`src/rtl/cw_ramp_bram_arbiter.sv`:
```
// Arbitrates one single-port CW ramp-profile BRAM between two round-robin readers and a loader.
// Define CW_RAMP_WRITE_VERIFY_EN to read back and compare every write before acknowledging it.
module cw_ramp_bram_arbiter #(
    parameter int unsigned ADDR_W = 10,
    parameter int unsigned DATA_W = 16
) (
    input  logic              aclk,
    input  logic              resetn,
    input  logic              rd_req0,
    input  logic [ADDR_W-1:0] rd_addr0,
    output logic [DATA_W-1:0] rd_data0,
    output logic              rd_valid0,
    input  logic              rd_req1,
    input  logic [ADDR_W-1:0] rd_addr1,
    output logic [DATA_W-1:0] rd_data1,
    output logic              rd_valid1,
    input  logic              busy0,
    input  logic              busy1,
    input  logic              wr_req,
    input  logic [ADDR_W-1:0] wr_addr,
    input  logic [DATA_W-1:0] wr_data,
    output logic              wr_ack,
    output logic              wr_err,
    output logic              bram_en,
    output logic              bram_we,
    output logic [ADDR_W-1:0] bram_addr,
    output logic [DATA_W-1:0] bram_wdata,
    input  logic [DATA_W-1:0] bram_rdata
);

    typedef enum logic [1:0] {StIdle, StWrite, StVerifyRd, StVerifyCmp} state_e;

    state_e              state_q, state_d;
    logic                prio_q, prio_d;
    logic                s1_vld_q, s1_vld_d, s1_tag_q, s1_tag_d;
    logic                s2_vld_q, s2_vld_d, s2_tag_q, s2_tag_d;
    logic                bram_en_q, bram_en_d, bram_we_q, bram_we_d;
    logic [ADDR_W-1:0]   bram_addr_q, bram_addr_d;
    logic [DATA_W-1:0]   bram_wdata_q, bram_wdata_d;
    logic                rd_valid0_q, rd_valid0_d, rd_valid1_q, rd_valid1_d;
    logic [DATA_W-1:0]   rd_data0_q, rd_data0_d, rd_data1_q, rd_data1_d;
    logic                wr_ack_q, wr_ack_d, wr_err_q, wr_err_d;

    logic inflight0, inflight1, elig0, elig1, rd_block, gnt0, gnt1, wr_gnt;

    // A reader stays ineligible until its tag has left the second pipeline stage.
    assign inflight0 = (s1_vld_q && !s1_tag_q) || (s2_vld_q && !s2_tag_q);
    assign inflight1 = (s1_vld_q && s1_tag_q) || (s2_vld_q && s2_tag_q);
    assign elig0     = rd_req0 && !inflight0;
    assign elig1     = rd_req1 && !inflight1;

`ifdef CW_RAMP_WRITE_VERIFY_EN
    assign rd_block = (state_q != StIdle);
`else
    assign rd_block = 1'b0;
`endif

    // prio_q names the reader that wins when both are eligible.
    assign gnt0   = !rd_block && elig0 && (!elig1 || !prio_q);
    assign gnt1   = !rd_block && elig1 && (!elig0 || prio_q);
    assign wr_gnt = wr_req && !busy0 && !busy1 && !elig0 && !elig1
                    && !s1_vld_q && !s2_vld_q && (state_q == StIdle);

    always_comb begin
        state_d      = state_q;
        prio_d       = prio_q;
        bram_en_d    = 1'b0;
        bram_we_d    = 1'b0;
        bram_addr_d  = bram_addr_q;
        bram_wdata_d = bram_wdata_q;
        s1_vld_d     = gnt0 || gnt1;
        s1_tag_d     = gnt1;
        s2_vld_d     = s1_vld_q;
        s2_tag_d     = s1_tag_q;
        rd_valid0_d  = s2_vld_q && !s2_tag_q;
        rd_valid1_d  = s2_vld_q && s2_tag_q;
        rd_data0_d   = rd_valid0_d ? bram_rdata : rd_data0_q;
        rd_data1_d   = rd_valid1_d ? bram_rdata : rd_data1_q;
        wr_ack_d     = 1'b0;
        wr_err_d     = 1'b0;

        if (gnt0 || gnt1) begin
            bram_en_d   = 1'b1;
            bram_addr_d = gnt1 ? rd_addr1 : rd_addr0;
            prio_d      = gnt0;
        end

        case (state_q)
            StIdle: begin
                if (wr_gnt) begin
                    bram_en_d    = 1'b1;
                    bram_we_d    = 1'b1;
                    bram_addr_d  = wr_addr;
                    bram_wdata_d = wr_data;
                    state_d      = StWrite;
                end
            end
            StWrite: begin
`ifdef CW_RAMP_WRITE_VERIFY_EN
                // Read back the address just written; bram_addr_q still holds it.
                bram_en_d = 1'b1;
                state_d   = StVerifyRd;
`else
                wr_ack_d  = 1'b1;
                state_d   = StIdle;
`endif
            end
`ifdef CW_RAMP_WRITE_VERIFY_EN
            StVerifyRd: begin
                state_d = StVerifyCmp;
            end
            StVerifyCmp: begin
                wr_ack_d = 1'b1;
                wr_err_d = (bram_rdata != bram_wdata_q);
                state_d  = StIdle;
            end
`endif
            default: state_d = StIdle;
        endcase
    end

    always_ff @(posedge aclk) begin
        if (!resetn) begin
            state_q      <= StIdle;
            prio_q       <= 1'b0;
            s1_vld_q     <= 1'b0;
            s1_tag_q     <= 1'b0;
            s2_vld_q     <= 1'b0;
            s2_tag_q     <= 1'b0;
            bram_en_q    <= 1'b0;
            bram_we_q    <= 1'b0;
            bram_addr_q  <= '0;
            bram_wdata_q <= '0;
            rd_valid0_q  <= 1'b0;
            rd_valid1_q  <= 1'b0;
            rd_data0_q   <= '0;
            rd_data1_q   <= '0;
            wr_ack_q     <= 1'b0;
            wr_err_q     <= 1'b0;
        end else begin
            state_q      <= state_d;
            prio_q       <= prio_d;
            s1_vld_q     <= s1_vld_d;
            s1_tag_q     <= s1_tag_d;
            s2_vld_q     <= s2_vld_d;
            s2_tag_q     <= s2_tag_d;
            bram_en_q    <= bram_en_d;
            bram_we_q    <= bram_we_d;
            bram_addr_q  <= bram_addr_d;
            bram_wdata_q <= bram_wdata_d;
            rd_valid0_q  <= rd_valid0_d;
            rd_valid1_q  <= rd_valid1_d;
            rd_data0_q   <= rd_data0_d;
            rd_data1_q   <= rd_data1_d;
            wr_ack_q     <= wr_ack_d;
            wr_err_q     <= wr_err_d;
        end
    end

    assign bram_en    = bram_en_q;
    assign bram_we    = bram_we_q;
    assign bram_addr  = bram_addr_q;
    assign bram_wdata = bram_wdata_q;
    assign rd_valid0  = rd_valid0_q;
    assign rd_valid1  = rd_valid1_q;
    assign rd_data0   = rd_data0_q;
    assign rd_data1   = rd_data1_q;
    assign wr_ack     = wr_ack_q;
    assign wr_err     = wr_err_q;

endmodule
```
`config.mk`:
```
export PLATFORM = sky130hd
export DESIGN_NAME = cw_ramp_bram_arbiter
export DESIGN_NICKNAME = d
export VERILOG_FILES = /design/src/rtl/cw_ramp_bram_arbiter.sv
export SDC_FILE = /design/constraint.sdc
export NUM_CORES = 1
export LEC_CHECK = 0
export ABC_AREA = 0
export BUFFER_PORTS_ARGS = -buffer_cell sky130_fd_sc_hd__clkbuf_2
export CORE_ASPECT_RATIO = 1.1
export CORE_MARGIN = 2
export CORE_UTILIZATION = 45
export DETAILED_ROUTE_END_ITERATION = 12
export GPL_TIMING_DRIVEN = 1
export PLACE_DENSITY_LB_ADDON = 0.1
export SETUP_SLACK_MARGIN = 0.3
export SLEW_MARGIN = 20
export SYNTH_ARGS = -nofsm -noshare
export SYNTH_HDL_FRONTEND = slang
export SYNTH_SLANG_ARGS = --single-unit
```
`constraint.sdc`:
```
create_clock -name aclk -period 2.15 [get_ports aclk]
set_clock_uncertainty 0.2 [all_clocks]
set_input_delay 0.43 -clock aclk [delete_from_list [all_inputs] [get_ports aclk]]
set_output_delay 0.43 -clock aclk [all_outputs]
set_load 0.02 [all_outputs]
```
==> flow_metrics.py <==
metrics = {
    "finish": {
        "multiInputGateArea_um2": 1200,
        "n_fill_cell": 544,
        "antenna_cells": 0,
        "mostFrequentLayoutCells": "clkbuf_2 (131), nand2_1 (84), dfxtp_1 (68)",
        "seq_area_um2": 1380,
        "area_growth_pct": 33.6,
        "final_common_cell": "clkbuf_2",
        "drive_above_1_share_pct": 37.1,
        "fin_util_pct": 62.2,
        "final_nets": 507,
    },
    "setup_path": {
        "path_max_fanout": 9,
        "critPathLaunchType": "flip-flop",
        "r2r_slack_ns": 0.43,
        "worstPathArrival_ns": 1.74,
        "cp_num_buf_inv": 0,
        "r2r-start": "s2_tag_q",
        "reg2reg_depth": 5,
        "crit_family": "simple AND/OR/NAND/NOR gates",
        "worstReg2RegEnd": "bram_addr[1]",
        "end_kind": "flip-flop",
        "critPathSlowestCell": "dfxtp_1",
        "crit_chain": "nand2b_1 -> o22a_4 -> nand2_1 -> and3_4 -> a221o_1",
        "required_ns": 2.16,
        "crit_type": "reg2reg",
        "critPathMaxStageDelay_ns": 0.39,
    },
    "flow_run": {
        "maxCapViolations": 0,
    },
    "synth": {
        "yosys_warnings": 0,
        "yosysTopAreaCell": "dfxtp_1",
        "syn_avg_cell_area_um2": 8.61,
        "synthCells": 312,
        "synth.area.top_cells": "dfxtp_1 (51%), nand2_1 (12%), a21boi_0 (9.2%)",
        "synth_top_area_share_pct": 51.4,
        "synth_nets": 381,
        "yosysSeqAreaShare_pct": 51.4,
        "synth.distinct_cells": 31,
        "syn_area_um2": 2690,
        "ys_seq_elements": 69,
    },
    "detailed_routing": {
        "wirelength_mm": 6.47,
        "drt_iter0_drc": 116,
        "drt-wirelength-per-cell_um": 12.5,
        "drc": 0,
        "dr_total_vias": 2587,
        "dr.pass1.iters": 4,
        "ant_nets": 0,
        "routed_via_density": 4.98,
    },
    "hold_path": {
        "hold_end": "bram_wdata[15]",
        "hp-class": "in2reg",
        "hp-start": "wr_data[15]",
        "hold_depth": 3,
    },
    "die": {
        "initial_utilization_pct": 46.6,
        "row_count": 29,
        "fp.dieW_um": 77.7,
        "die-area_um2": 6600,
        "boundaryPins": 133,
        "die_y_um": 85.0,
        "design.core.area_um2": 5770,
    },
    "place": {
        "dpl.hpwl_mm": 4.54,
        "port_buffers": 131,
        "gp_congestion": 0.793,
    },
    "grt": {
        "grt_antenna_before_repair": 0,
        "grt_max_degree": 45,
        "grt_pass1_wl_mm": 10.6,
        "grt_overflow": 0,
        "grt_pass1_vias": 2427,
        "gr-usage-all-layers_pct": 19.8,
    },
    "cts": {
        "holdBufCountCts": 0,
        "cts_tree": "built",
        "clk_latency_ns": 0.33,
        "clock_path_buffers": 2,
        "cts_max_level": 3,
        "cts_made_buffers": 9,
        "cts_num_sinks": 69,
        "clk_pin_slew_ns": 0.07,
        "root_buffer": "clkbuf_8",
    },
    "sta": {
        "fmax_ghz": 0.580,
        "fin_crit_ns": 1.72,
        "holdWs_ns": 0.113,
        "period_share_pct": 80.2,
        "setup_violations": 0,
        "hold_violations": 0,
        "setup_tns_ns": 0,
        "rsz0062_at_grt": "no",
        "drv_slew": 0,
    },
    "power": {
        "peakVddDrop_uv": 398,
        "total_power_uw": 2600,
        "powerDensity_nw_per_um2": 726,
        "p_leak_uw": 0.00161,
    },
    "run_status": {
        "outcome": "finished, final reports clean",
    },
}
[where the power goes]
group	leakage [uW]	internal [uW]	switching (uW)
registers	0.000561	1330	29.5
logic	0.000965	148	200
clock network	0.0000812	440	459
[through the flow]
| stage | std cells | setup slack [ns] | cell area, um^2 |
|---|---|---|---|
| floorplan | 312 | 0.354 | 2690 |
| global placement | 502 | 0.173 | 3370 |
| detailed placement | 502 | 0.146 | 3370 |
| CTS | 519 | 0.310 | 3560 |
| global route | 519 | 0.299 | 3590 |
| finish | 519 | 0.426 | 3590 |
[registers in the layout (all words and copies together), names as in the netlist]
register and cells:
bram_addr 10, bram_en 1, bram_wdata 16, bram_we 1
prio_q 1, rd_data0 16, rd_data1 16, rd_valid0 1
rd_valid1 1, s1_tag_q 1, s1_vld_q 1, s2_tag_q 1
s2_vld_q 1, state_q 1, wr_ack 1
[worst max-delay path by stage]
stage,to,startpoint,slack (ns),depth (start not counted)
floorplan,bram_addr[0],rd_req1,0.35,6
global placement,bram_addr[5],rd_req1,0.17,6
detailed placement,bram_addr[2],rd_req1,0.15,6
CTS,bram_addr[0],s2_vld_q,0.31,5
global route,bram_addr[4],s2_tag_q,0.30,5
finish,bram_addr[1],s2_tag_q,0.43,5
[tightest hold or removal path: stages]
cell and delay [ns]:
clkbuf_2 0.07, nand3_1 0.05, o21ai_0 0.06
[cell type report]
cell class,count,area share (%)
clock buffer,11,3.94
sequential,69,38.5
tap,77,2.68
clock inverter,4,0.697
timing repair buffer,140,20.5
multi-input combinational,217,33.6
inverter,1,0.105
[synth_stat cells]
cell type   n
nand2_1    84
dfxtp_1    69
a21boi_0   33
nand3_1    28
o21ai_0    23
clkbuf_1   17
a21oi_1    10
a221o_1     9
and2_1      6
and3_1      4
buf_2       4
o21ai_1     3
buf_6       2
nand2b_1    2
nor2b_1     2
a21boi_1    1
a21oi_4     1
a22o_1      1
and2_4      1
and4b_1     1
buf_4       1
clkbuf_2    1
conb_1      1
inv_1       1
mux2i_1     1
nand2_2     1
nand3b_1    1
nand4b_1    1
nor4_1      1
o211a_1     1
o22a_4      1
[timing repair]
| item | CTS | global route |
|---|---|---|
| gates resized for setup | 2 | 9 |
| setup buffers | 2 | 0 |
| endpoints found under the setup margin | 9 | 26 |
| pin swaps | 2 | 2 |
[layer usage]
layer  GRT usage (%)  routed length (um)  vias to the layer above
met1            23.4                2820                     1192
met4            7.79                  75                        0
met2            33.3                3130                       76
li1                -                   -                     1312
met5               0                   0                        -
met3            6.60                 449                        7
[cell families (layout without fill, tap and decap cells)]
kind of cell,after synthesis,count (layout),share of synthesized area [%]
other cells,1,1,0.140
mux,1,1,0.373
compound gates,83,83,21.5
buf+inv,26,156,4.56
simple gates,132,132,22.0
flops,69,69,51.4
(Power assumes the default switching activity.)
